--- src/rtl/fnd_scan_sequencer.sv ---
// Scan sequencer for the 4-digit FND display.
// Rotates a one-hot digit select across four digits at SCAN_DIV cycles per slot.
// The display enable is held off for the first GUARD cycles of every slot.
// New display content arrives through a single pending buffer.
// Pending content is promoted to the active set only at a frame boundary, or while idle.
//
// Handshake: a transfer happens on a rising PCLK edge when upd_valid && upd_ready.
// The producer holds upd_data/upd_dp/upd_den stable while upd_valid is high and
// upd_ready is low. upd_ready is combinational: the buffer is free, or it empties
// (apply) in this same cycle.
module fnd_scan_sequencer #(
  parameter int SCAN_DIV = 100_000,
  parameter int GUARD    = 16
) (
  input  logic        PCLK,
  input  logic        PRESET,
  input  logic        en,
  input  logic        upd_valid,
  output logic        upd_ready,
  input  logic [15:0] upd_data,
  input  logic [3:0]  upd_dp,
  input  logic [3:0]  upd_den,
  output logic        fcr,
  output logic [3:0]  fmr,
  output logic [3:0]  fdr,
  output logic        fdp,
  output logic        frame_done,
  output logic        dbg_state
);

  localparam int CNT_W = (SCAN_DIV > 2) ? $clog2(SCAN_DIV) : 1;
  localparam logic [CNT_W-1:0] CNT_MAX   = CNT_W'(SCAN_DIV - 1);
  localparam logic [CNT_W-1:0] CNT_GUARD = CNT_W'(GUARD);

  typedef enum logic {ST_IDLE = 1'b0, ST_SCAN = 1'b1} state_t;

  state_t           r_state;
  logic [CNT_W-1:0] r_cnt;
  logic [1:0]       r_idx;
  logic             r_pend_full;
  logic [15:0]      r_pend_data;
  logic [3:0]       r_pend_dp;
  logic [3:0]       r_pend_den;
  logic [15:0]      r_act_data;
  logic [3:0]       r_act_dp;
  logic [3:0]       r_act_den;
  logic             r_fcr;
  logic [3:0]       r_fmr;
  logic [3:0]       r_fdr;
  logic             r_fdp;
  logic             r_frame_done;

  logic             w_tick;
  logic             w_apply;
  logic             w_xfer;
  logic             w_frame_end;
  state_t           w_nxt_state;
  logic [CNT_W-1:0] w_nxt_cnt;
  logic [1:0]       w_nxt_idx;
  logic [15:0]      w_nxt_data;
  logic [3:0]       w_nxt_dp;
  logic [3:0]       w_nxt_den;
  logic             w_nxt_fcr;
  logic [3:0]       w_nxt_fmr;
  logic [3:0]       w_nxt_fdr;
  logic             w_nxt_fdp;

  // Slot tick, frame end, and the pending-buffer handshake terms
  assign w_tick      = (r_state == ST_SCAN) && (r_cnt == CNT_MAX);
  assign w_frame_end = w_tick && (r_idx == 2'd3);
  assign w_apply     = r_pend_full && ((r_state == ST_IDLE) || w_frame_end);
  assign upd_ready   = !r_pend_full || w_apply;
  assign w_xfer      = upd_valid && upd_ready;

  // Active content seen from the next cycle onward
  assign w_nxt_data = w_apply ? r_pend_data : r_act_data;
  assign w_nxt_dp   = w_apply ? r_pend_dp   : r_act_dp;
  assign w_nxt_den  = w_apply ? r_pend_den  : r_act_den;

  // Next state and slot position; leaving or entering SCAN restarts at digit 0
  always_comb begin
    w_nxt_state = r_state;
    w_nxt_cnt   = '0;
    w_nxt_idx   = 2'd0;
    if (r_state == ST_IDLE) begin
      if (en) w_nxt_state = ST_SCAN;
    end else if (!en) begin
      w_nxt_state = ST_IDLE;
    end else if (w_tick) begin
      w_nxt_idx = r_idx + 2'd1;
    end else begin
      w_nxt_cnt = r_cnt + CNT_W'(1);
      w_nxt_idx = r_idx;
    end
  end

  // Display outputs for the upcoming slot position, so the registered copies line up with cnt/idx
  always_comb begin
    w_nxt_fcr = 1'b0;
    w_nxt_fmr = 4'b0000;
    w_nxt_fdr = 4'h0;
    w_nxt_fdp = 1'b0;
    if (w_nxt_state == ST_SCAN) begin
      w_nxt_fmr = 4'b0001 << w_nxt_idx;
      w_nxt_fdr = w_nxt_data[{w_nxt_idx, 2'b00} +: 4];
      w_nxt_fdp = w_nxt_dp[w_nxt_idx];
      w_nxt_fcr = (w_nxt_cnt >= CNT_GUARD) && w_nxt_den[w_nxt_idx];
    end
  end

  // State, counters, buffers and registered outputs
  always_ff @(posedge PCLK or negedge PRESET) begin
    if (!PRESET) begin
      r_state      <= ST_IDLE;
      r_cnt        <= '0;
      r_idx        <= 2'd0;
      r_pend_full  <= 1'b0;
      r_pend_data  <= 16'h0000;
      r_pend_dp    <= 4'h0;
      r_pend_den   <= 4'h0;
      r_act_data   <= 16'h0000;
      r_act_dp     <= 4'h0;
      r_act_den    <= 4'h0;
      r_fcr        <= 1'b0;
      r_fmr        <= 4'h0;
      r_fdr        <= 4'h0;
      r_fdp        <= 1'b0;
      r_frame_done <= 1'b0;
    end else begin
      r_state    <= w_nxt_state;
      r_cnt      <= w_nxt_cnt;
      r_idx      <= w_nxt_idx;
      r_act_data <= w_nxt_data;
      r_act_dp   <= w_nxt_dp;
      r_act_den  <= w_nxt_den;
      if (w_xfer) begin
        r_pend_data <= upd_data;
        r_pend_dp   <= upd_dp;
        r_pend_den  <= upd_den;
        r_pend_full <= 1'b1;
      end else if (w_apply) begin
        r_pend_full <= 1'b0;
      end
      r_fcr        <= w_nxt_fcr;
      r_fmr        <= w_nxt_fmr;
      r_fdr        <= w_nxt_fdr;
      r_fdp        <= w_nxt_fdp;
      // A frame only completes if scanning continues past the wrap
      r_frame_done <= (r_state == ST_SCAN) && en && w_frame_end;
    end
  end

  assign fcr        = r_fcr;
  assign fmr        = r_fmr;
  assign fdr        = r_fdr;
  assign fdp        = r_fdp;
  assign frame_done = r_frame_done;
  assign dbg_state  = (r_state == ST_SCAN);

endmodule

--- config.mk ---
export PLATFORM = sky130hd
export DESIGN_NAME = fnd_scan_sequencer
export DESIGN_NICKNAME = d
export VERILOG_FILES = /design/src/rtl/fnd_scan_sequencer.sv
export SDC_FILE = /design/constraint.sdc
export NUM_CORES = 1
export LEC_CHECK = 0
export BUFFER_PORTS_ARGS = -buffer_cell sky130_fd_sc_hd__buf_4
export CAP_MARGIN = 20
export CORE_UTILIZATION = 55
export CTS_CLUSTER_DIAMETER = 30
export DETAILED_ROUTE_END_ITERATION = 8
export PLACE_DENSITY_LB_ADDON = 0.15
export SETUP_SLACK_MARGIN = 0.2
export SKIP_LAST_GASP = 1
export SYNTH_ARGS = -nofsm -noshare
export SYNTH_HDL_FRONTEND = slang
export SYNTH_SLANG_ARGS = --single-unit
--- constraint.sdc ---
create_clock -name PCLK -period 2.5 [get_ports PCLK]
set_input_delay 0.5 -clock PCLK [delete_from_list [all_inputs] [get_ports PCLK]]
set_output_delay 0.5 -clock PCLK [all_outputs]
set_load 0.02 [all_outputs]
Word level (Yosys, flattened, before mapping) --
Cells that the tools add are included. W data, S select, Z words.
Word-level totals: bits in read-only memories 0, latch bits 0, RAM bits 0, output and inout port bits 13, bits in registers 80, memories 0, word-level logic and storage cells 55
Operators by class: shift operators 2, bitwise logic cells 1, div/mod/pow operators 0, equal/unequal tests 2, $add $sub $neg 2, $mul 0, mux-type cells 20, reductions and logical operators 11, order comparisons 2
Operators with widths (number):
- $mux W17 | 3
- $add A17 B1 Y17 const B | 1
- $eq A17 B17 Y1 const B | 1
- $ge A17 B5 Y1 const B | 1
- $mux W16 | 1
- $mux W4 | 4
- $shiftx A16 B5 Y4 | 1
- $logic_and A1 B1 Y1 | 7
- $mux W1 | 7
- $mux W2 | 3
- $bmux W1 S2 | 2
- $shl A1 B2 Y4 const A | 1
- $lt A2 B3 Y1 const B | 1
- $add A2 B1 Y2 const B | 1
- $eq A2 B2 Y1 const B | 1
- $logic_or A1 B1 Y1 | 2
- $reduce_bool A2 Y1 | 1
- $logic_not A1 Y1 | 1
- $not A1 Y1 | 1

Longest topological paths before layout --
Gate-level depths: netlist (run 1).
depth after elaboration 10, depth in mapped cells 10

Worst setup path before layout (run 1) --
No wires, ideal clock.
kind reg-to-reg, start point register r_cnt[0], end point register r_pend_data[0], library setup time 0.125 ns, path slack 0.307 ns, path buffers 2, stages on the path, launching flop included 10, arrival time 2.068 ns, cells stage by stage dfrtp_1 -> ha_1 -> buf_2 -> and3_1 -> and2_1 -> nand2_1 -> o211ai_2 -> nand2_2 -> buf_6 -> mux2_4
On the way: longest elaborated chain between the ends 7
Ends and longest elaborated chain:
- start: declaration | RTL line 38 | logic [CNT_W-1:0] r_cnt;
- start signal: assignment | RTL line 131 | r_cnt <= w_nxt_cnt;
- $eq A17 B17 Y1 | RTL line 69 | assign w_tick = (r_state == ST_SCAN) && (r_cnt == CNT_MAX);
- $logic_and A1 B1 Y1 | RTL line 69
- $logic_and A1 B1 Y1 | RTL line 70 | assign w_frame_end = w_tick && (r_idx == 2'd3);
- $logic_or A1 B1 Y1 | RTL line 71 | assign w_apply = r_pend_full && ((r_state == ST_IDLE) || w_frame_end);
- $logic_and A1 B1 Y1 | RTL line 71
- $logic_or A1 B1 Y1 | RTL line 72 | assign upd_ready = !r_pend_full || w_apply;
- named net upd_ready | RTL line 19 | output logic upd_ready,
- $logic_and A1 B1 Y1 | RTL line 73 | assign w_xfer = upd_valid && upd_ready;
- end signal: assignment | RTL line 137 | r_pend_data <= upd_data;
- end: declaration | RTL line 41 | logic [15:0] r_pend_data;
The timed path passes the listed nets, and every way through them passes these cells. A chain may end at the register's enable or synchronous reset.

Final worst setup path (run 1) --
start point register r_cnt[12], end point output port upd_ready
On the way: longest elaborated chain between the ends 6
Ends and longest elaborated chain (RTL line):
- $eq A17 B17 Y1 | 69
- $logic_and A1 B1 Y1 | 69
- $logic_and A1 B1 Y1 | 70
- $logic_or A1 B1 Y1 | 71
- $logic_and A1 B1 Y1 | 71
- $logic_or A1 B1 Y1 | 72
- end: declaration | 19
Every way passes these cells.

==> reports/summary.txt, run 1 <==
Max Fclk -> 445 MHz
Clk sink count -> 80
Mapped Area -> 3880 µm²
CP Buf/Inv Count -> 1
RSZ-0062 raised after global routing -> no
1st-iter DRT viols -> 126
Yosys cell types -> 57
Synthesized flop and latch total -> 80
Antenna cells -> 0
Non-Filler Instances -> 503
TritonCTS buffer count -> 9
Hold WC Path Type -> primary input to async pin
WL/cell -> 16.6 µm
Die area -> 7400 µm²
Worst-path clk slew -> 0.09 ns
Power per Cell Area -> 636 nW/µm²
CTS tree -> done
Port-buffer cells -> 40
Asr flop ratio synth -> 100%
Slew Limit Fails -> 0
DR pass1 iterations -> 4
Initial core utilization -> 57.2%
Worst-Margin Slew -> 0.497 ns
Fraction of layout cells with a size suffix above 1 -> 35.1%
HPWL after detailed placement -> 5860 µm
Rel. slew slack -> 66.9%
# rows -> 30
IO Count -> 41
Hold Vio Cnt, Final -> 0
GRT Residual Overflow -> 0
Crit path max-delay family -> simple AND/OR/NAND/NOR gates
Synthesis Warnings -> 0
Crit share post-route -> 89.9%
Clock Path Buffers -> 2
# hold bufs at CTS -> 0
Die W -> 86.0 µm
Die H -> 86.0 µm
Layout net count -> 432
Clock skew -> 0.0112 ns
CP Launch Type -> flip-flop
Cell chain of the critical path -> nor4b_4 > and2_4 > nand2_2 > o211ai_2 > buf_6
Seq/Total Area, Yosys -> 51.5%
Final setup margin -> 0.251 ns
Gr usage total -> 24.7%
Post-route minimum period -> 2.25 ns
Slowest stage delay, CP -> 0.45 ns
Critical Setup Path Class -> flip-flop to output pin
First-pass GRT wire length -> 14000 µm
Synth top area share -> 51.5%
Reg2reg setup slack -> 0.28 ns
Post-synth EDFFs -> 0
LEAKAGE -> 2.19 nW
CP Capture Type -> output pin
Post-synthesis cell count -> 342
Filler cells -> 512
Layout area overhead -> 20.7%
Final setup violation count -> 0
Drt total wl -> 8350 µm
Synthesized area per cell -> 11.4 µm²
Ys flop type -> dfrtp_1
DRC -> 0
Synth top area cells -> dfrtp_1 (52%), mux2_4 (8.1%), nand2_1 (4.3%)
Root Driver -> clkbuf_8
Critical-path top delay cell -> dfrtp_2
Req. time, crit path -> 2.00 ns
Initial antenna violation count -> 0
Status -> complete, no violations
H-tree levels -> 3
WP data arrival -> 1.75 ns
Worst-Skew Late Latency -> 0.35 ns
Post-DRT Antenna Nets -> 0
Placer Congestion -> 0.844
DP Cell Count -> 474
Vias in the first global route -> 2880
Core Box Area -> 6790 µm²
Peak VDD IR -> 0.444 mV
Largest net degree at the start of global routing -> 46
DR vias -> 2829
Maximum capacitance violations -> 0
Leading area contributor after synthesis -> dfrtp_1
Fin Setup TNS -> 0 ns
CP max FO -> 3
Synthesized Nets -> 372
Via-to-Cell Ratio -> 5.62
Pre-CTS setup slack -> 0.227 ns
-- repair_timing --
| item | CTS | global route |
|---|---|---|
| resized for setup | 9 | 11 |
| pin swaps | 4 | 4 |
| hold endpoints to repair | 0 | 0 |
| setup endpoints to repair | 1 | 31 |
| setup buffers | 8 | 5 |
-- synthesized netlist by cell type, types with 3 or more instances --
library cell,number
mux2_4,21
o21a_1,3
buf_2,8
mux2i_1,7
and2_1,5
o21ai_0,3
a211oi_1,10
nor3_1,5
nand3_1,10
clkbuf_1,4
nand4_1,10
a21oi_1,3
xor2_1,3
and4_1,3
nor2_1,20
o211a_1,4
inv_1,7
nor4_1,4
xnor2_1,10
buf_6,4
a21boi_1,6
a21boi_0,5
o32ai_1,5
mux2_2,12
and3_1,9
nand2_1,45
dfrtp_1,80
-- state kept, by name (all words and copies together), names as in the netlist --
signal,cells
frame_done,1
r_act_data,16
fdr,4
r_pend_den,4
dbg_state,1
r_act_den,4
r_idx,2
r_cnt,17
r_pend_data,16
fmr,4
r_pend_dp,4
fcr,1
r_pend_full,1
r_act_dp,4
fdp,1
-- cell families (layout without fill, tap and decap cells) --
family / after synthesis / in the layout / share of synthesized area [%]
and+or+nand+nor: 125 / 125 / 16.5
DFF: 80 / 80 / 51.5
AOI/OAI and AO/OA: 54 / 54 / 10.8
muxes: 41 / 41 / 13.7
buffers and inverters: 27 / 92 / 3.87
xor gates and xnor gates: 13 / 13 / 2.93
adders and majority gates: 2 / 2 / 0.644
-- worst paths after layout --
| kind | endpoint | start | depth (start not counted) |
|---|---|---|---|
| setup reg to reg | fdr[0] | r_cnt[12] | 7 |
| hold / removal | fdr[0] | PRESET | 1 |
| hold reg to reg | r_act_dp[1] | r_act_dp[1] | 2 |
| max in group asynchronous | r_cnt[7] | PRESET | 2 |
| setup / recovery | upd_ready | r_cnt[12] | 5 |
| min in group PCLK | dbg_state | en | 1 |
-- stage by stage --
step | power [mW] | hold slack [ns] | area [µm²] | utilization, %
after floorplan | 1.80 | 0.204 | 3880 | -
after global placement | 1.94 | 0.443 | 4310 | 63.4
after detailed placement | 1.95 | 0.449 | 4310 | 63.4
after CTS | 3.00 | 0.117 | 4610 | 67.9
after global routing | 3.11 | 0.133 | 4690 | 69.0
final | 2.98 | 0.109 | 4690 | 69.0
-- metal layers --
layer | up-vias | share of wire, % | track usage [%]
met1 | 1400 | 46 | 33.3
met2 | 59 | 48 | 38.6
li1 | 1352 | - | -
met3 | 18 | 3.2 | 6.06
met4 | 0 | 2.6 | 9.24
met5 | - | 0 | 0
-- power breakdown --
group / total [mW] / leakage, nW / internal (mW) / switching, mW
Clock: 1.05 / 0.111 / 0.568 / 0.482
Sequential: 1.53 / 0.992 / 1.45 / 0.0826
Combinational: 0.400 / 1.08 / 0.221 / 0.179
-- layout make-up --
cell class	count	area [µm²]	area share, %
clock inverter	6	91.3	1.95
clock buffer	10	128	2.72
sequential	80	2010	42.9
tap	96	120	2.56
timing repair buffer	68	531	11.3
multi-input combinational	235	1780	37.9
inverter	8	30.0	0.641
-- layout by cell type (no fill, tap or decap), drive strengths merged, types with 2 or more instances in the layout --
master	n
dfrtp	80
nor2	21
inv	9
a21oi	3
o21a	3
o211a	4
nand3	11
nor3	6
bufinv	2
and3	9
a31oi	2
and4	4
clkinv	3
o21ai	5
mux2	34
xor2	3
xnor2	10
o32ai	5
buf	68
o211ai	3
nand2	47
clkbuf	10
nor4	5
a211oi	11
ha	2
mux2i	7
nand2b	2
and2	5
a21boi	11
nand4	10
(Power assumes the default switching activity.)
==> inputs of run 2 (changes only) <==
--- a/config.mk
+++ b/config.mk
@@ -5,11 +5,12 @@
 export SDC_FILE = /design/constraint.sdc
 export NUM_CORES = 1
 export LEC_CHECK = 0
-export BUFFER_PORTS_ARGS = -buffer_cell sky130_fd_sc_hd__buf_4
 export CAP_MARGIN = 20
+export CORE_MARGIN = 4
 export CORE_UTILIZATION = 55
-export CTS_CLUSTER_DIAMETER = 30
+export CTS_CLUSTER_DIAMETER = 120
 export DETAILED_ROUTE_END_ITERATION = 8
+export DONT_BUFFER_PORTS = 1
 export PLACE_DENSITY_LB_ADDON = 0.15
 export SETUP_SLACK_MARGIN = 0.2
 export SKIP_LAST_GASP = 1
==> reports/summary.txt, run 2 (synthesis gave the netlist of run 1 again) <==
Max Fclk -> 442 MHz
Hold Vio Cnt, Final -> 80
WP data arrival -> 1.76 ns
Layout net count -> 389
Max reg flops -> 17
TritonCTS buffer count -> 9
Initial core utilization -> 56.8%
Gr usage total -> 21.0%
Clock Path Buffers -> 2
Reg2reg setup slack -> 0.31 ns
CTS tree -> done
DR vias -> 2652
Slew Limit Fails -> 0
Power per Cell Area -> 666 nW/µm²
Largest net degree at the start of global routing -> 81
Largest regs -> r_cnt (17), r_act_data (16), r_pend_data (16)
Via-to-Cell Ratio -> 5.78
CP Launch Type -> flip-flop
Crit share post-route -> 90.6%
Min Hold Slack -> -0.159 ns
Post-DRT Antenna Nets -> 0
Most frequent cells in the layout -> dfrtp_1 (75), nand2_1 (44), buf_4 (23), mux2_4 (21), nor2_1 (20)
Hold WC Path Type -> primary input to async pin
Final setup violation count -> 0
Most common cell after layout, fill and taps aside -> dfrtp_1
DRC -> 0
Drt total wl -> 8360 µm
Pre-CTS setup slack -> 0.159 ns
Initial antenna violation count -> 0
Final core utilization -> 64.2%
Fin Setup TNS -> 0 ns
Maximum capacitance violations -> 0
GRT Residual Overflow -> 0
Reg2reg path depth -> 7
HPWL after detailed placement -> 5720 µm
1st-iter DRT viols -> 140
Worst-Skew Late Latency -> 0.34 ns
Layout area overhead -> 12.9%
DR pass1 iterations -> 4
Port-buffer cells -> 0
First-pass GRT wire length -> 14000 µm
Peak VDD IR -> 0.466 mV
Design area -> 4380 µm²
Core Box Area -> 6830 µm²
IO Count -> 41
Die W -> 92.0 µm
Status -> finished, violations left
DP Area -> 4010 µm²
Die H -> 92.0 µm
Non-Filler Instances -> 459
Biggest register -> r_cnt
Root Driver -> clkbuf_8
Worst-Margin Slew -> 0.434 ns
LEAKAGE -> 1.98 nW
Fraction of layout cells with a size suffix above 1 -> 28.4%
WL/cell -> 18.2 µm
Req. time, crit path -> 2.00 ns
CP max FO -> 5
Die area -> 8470 µm²
Placer Congestion -> 0.884
Clock skew -> 0.0105 ns
DP Cell Count -> 436
Antenna cells -> 0
Power Total -> 2.92 mW
H-tree levels -> 3
Final setup margin -> 0.235 ns
Violated checks -> negative hold slack
Clk sink count -> 80
Critical Setup Path Class -> flip-flop to output pin
Vias in the first global route -> 2738
# rows -> 30
Worst-path clk slew -> 0.09 ns
CP Capture Type -> output pin
Rel. slew slack -> 70.7%
RSZ-0062 raised after global routing -> yes
Post-route minimum period -> 2.26 ns
==> run 2: changes by cell type in the layout (fill, tap and decap cells not counted), moves of 2 or more <==
| cell | previous run | this run |
|---|---|---|
| dfrtp_1 | 73 | 75 |
| a211oi_1 | 10 | 5 |
| buf_4 | 65 | 23 |
| dfrtp_2 | 7 | 5 |
| a211oi_2 | 1 | 6 |
==> run 2: area by class of cell <==
class	count	area, µm²
fill	528	2450
clock buffer	10	138
sequential	80	2010
clock inverter	5	81.3
inverter	8	32.5
timing repair buffer	25	199
tap	96	120
multi-input combinational	235	1810
==> run 2: worst max-delay path: stages (launching register included) <==
cell and delay (ns):
dfrtp_2 0.43, nor4b_4 0.34, and2_4 0.22, nand2_2 0.09
o211ai_2 0.21, buf_6 0.15
==> run 2: path summary, 6_finish.rpt <==
check                           endpoint           from
hold reg to reg            r_act_data[6]  r_act_data[6]
hold / removal                  r_cnt[9]         PRESET
min in group PCLK              dbg_state             en
setup reg to reg                     fcr       r_cnt[6]
setup / recovery               upd_ready      r_cnt[12]
max in group asynchronous  r_act_data[2]         PRESET
==> run 2: metal layers <==
| layer | share of wire, % | vias to the layer above | global-route usage [%] |
|---|---|---|---|
| met5 | 0 | - | 0 |
| met4 | 2.9 | 0 | 8.79 |
| met2 | 47 | 65 | 33.0 |
| met3 | 3.6 | 21 | 3.53 |
| li1 | - | 1261 | - |
| met1 | 46 | 1305 | 28.9 |
==> run 2: repair_timing <==
action                                 in CTS  in global routing
buffers inserted                            6                  2
setup endpoints to repair                  22                 30
pin swaps                                   5                  4
endpoints found under the hold margin      80                 80
gates resized for setup                    13                 13
==> run 2: power by group <==
group | total [mW] | internal, mW | switching (mW)
combinational | 0.314 | 0.183 | 0.131
clock | 1.06 | 0.585 | 0.474
sequential | 1.55 | 1.45 | 0.101
==> inputs of run 3 (changes only) <==
--- a/config.mk
+++ b/config.mk
@@ -6,8 +6,10 @@
 export NUM_CORES = 1
 export LEC_CHECK = 0
 export CAP_MARGIN = 20
+export CELL_PAD_IN_SITES_DETAIL_PLACEMENT = 0
+export CELL_PAD_IN_SITES_GLOBAL_PLACEMENT = 2
 export CORE_MARGIN = 4
-export CORE_UTILIZATION = 55
+export CORE_UTILIZATION = 42
 export CTS_CLUSTER_DIAMETER = 120
 export DETAILED_ROUTE_END_ITERATION = 8
 export DONT_BUFFER_PORTS = 1
==> reports/summary.txt, run 3 (synthesis gave the netlist of run 1 again) <==
Initial antenna violation count -> 0
Core Box Area -> 8850 µm²
CTS tree -> done
CP Capture Type -> output pin
Clock skew -> 0.0143 ns
DP Area -> 4000 µm²
Design area -> 4410 µm²
Slew Limit Fails -> 0
TritonCTS buffer count -> 9
CP Launch Type -> flip-flop
Clock Path Buffers -> 2
Non-Filler Instances -> 473
Die H -> 104 µm
Max Fclk -> 453 MHz
Final setup violation count -> 0
H-tree levels -> 3
Root Driver -> clkbuf_8
Clk sink count -> 80
Largest regs -> r_cnt (17), r_act_data (16), r_pend_data (16)
WL/cell -> 17.9 µm
IO Count -> 41
Fin Setup TNS -> 0 ns
RSZ-0062 raised after global routing -> yes
CP max FO -> 5
Post-route minimum period -> 2.21 ns
Power per Cell Area -> 629 nW/µm²
Worst-path clk slew -> 0.09 ns
Most frequent cells in the layout -> dfrtp_1 (71), nand2_1 (44), buf_4 (22), mux2_4 (21), nor2_1 (20)
Reg-to-Reg Start -> r_cnt[12]
Placer Congestion -> 0.831
Worst-Skew Late Latency -> 0.35 ns
Port-buffer cells -> 0
Die area -> 10800 µm²
# rows -> 34
Violated checks -> negative hold slack
Min Hold Slack -> -0.173 ns
Crit. Startpoint -> r_cnt[12]
1st-iter DRT viols -> 85
Peak VDD IR -> 0.384 mV
LEAKAGE -> 1.97 nW
Critical Setup Path Class -> flip-flop to output pin
Status -> finished, violations left
DP Cell Count -> 445
Max reg flops -> 17
WP data arrival -> 1.71 ns
Post-DRT Antenna Nets -> 0
First-pass GRT wire length -> 14400 µm
Biggest register -> r_cnt
Maximum capacitance violations -> 0
Hold Vio Cnt, Final -> 80
Layout net count -> 390
HPWL after detailed placement -> 5780 µm
DRC -> 0
Crit share post-route -> 88.3%
Vias in the first global route -> 2759
Hold WC Path Type -> primary input to async pin
Layout area overhead -> 13.6%
Gr usage total -> 16.6%
Antenna cells -> 0
Filler cells -> 831
GRT Residual Overflow -> 0
Largest net degree at the start of global routing -> 81
Die W -> 104 µm
Most common cell after layout, fill and taps aside -> dfrtp_1
Req. time, crit path -> 2.00 ns
DR vias -> 2624
Via-to-Cell Ratio -> 5.55
Drt total wl -> 8470 µm
Rel. slew slack -> 64.4%
Fraction of layout cells with a size suffix above 1 -> 30.1%
DR pass1 iterations -> 4
Initial core utilization -> 43.9%
Worst-Margin Slew -> 0.527 ns
## run 3: through the flow
stage / power [mW] / util [%] / setup slack [ns]
after global placement: 1.86 / 45.2 / -0.000188
after detailed placement: 1.87 / 45.2 / 0.0124
after floorplan: 1.80 / - / 0.307
after CTS: 2.80 / 48.8 / 0.198
final: 2.77 / 49.9 / 0.293
after global routing: 2.92 / 49.9 / 0.183
## run 3: repair_timing
action | in CTS | in global routing
resized for setup | 19 | 17
hold endpoints to repair | 80 | 80
pin swaps | 4 | 8
endpoints found under the setup margin | 31 | 15
buffers inserted | 9 | 3
gates cloned | 0 | 0
## run 3: path summary, 6_finish.rpt
path,to,slack (ns),cells after the start
max in group asynchronous,r_act_data[4],2.52,0
worst max register to register,fcr,0.30,7
worst min register to register,r_act_dp[1],0.47,2
worst max-delay path,upd_ready,0.29,5
worst min-delay path,r_cnt[8],-0.17,0
min in group PCLK,dbg_state,0.16,0
## run 3: routing by layer
layer	vias up	wire (µm)	global-route usage, %
met5	-	0	0
met4	0	156	5.79
met3	14	383	5.09
met2	45	3790	25.2
met1	1296	4140	22.4
li1	1269	-	-
## run 3: layout make-up
type	count	area (µm²)	area share [%]
Sequential cell	80	2010	45.6
Clock buffer	9	124	2.81
Multi-Input combinational cell	235	1840	41.7
Clock inverter	7	61.3	1.39
Timing Repair Buffer	26	210	4.76
Tap cell	108	135	3.06
Inverter	8	30.0	0.680
## run 3: worst max-delay path, stage by stage, from the launching register on
cell      delay [ns]
dfrtp_2         0.43
nor4b_4         0.32
and2_4          0.21
nand2_4         0.06
o211ai_2        0.18
buf_6           0.15
## run 3: report_power, final
part	total [mW]	internal [mW]	switching, mW
Clock	0.909	0.380	0.529
Combinational	0.323	0.191	0.132
Sequential	1.54	1.45	0.0959
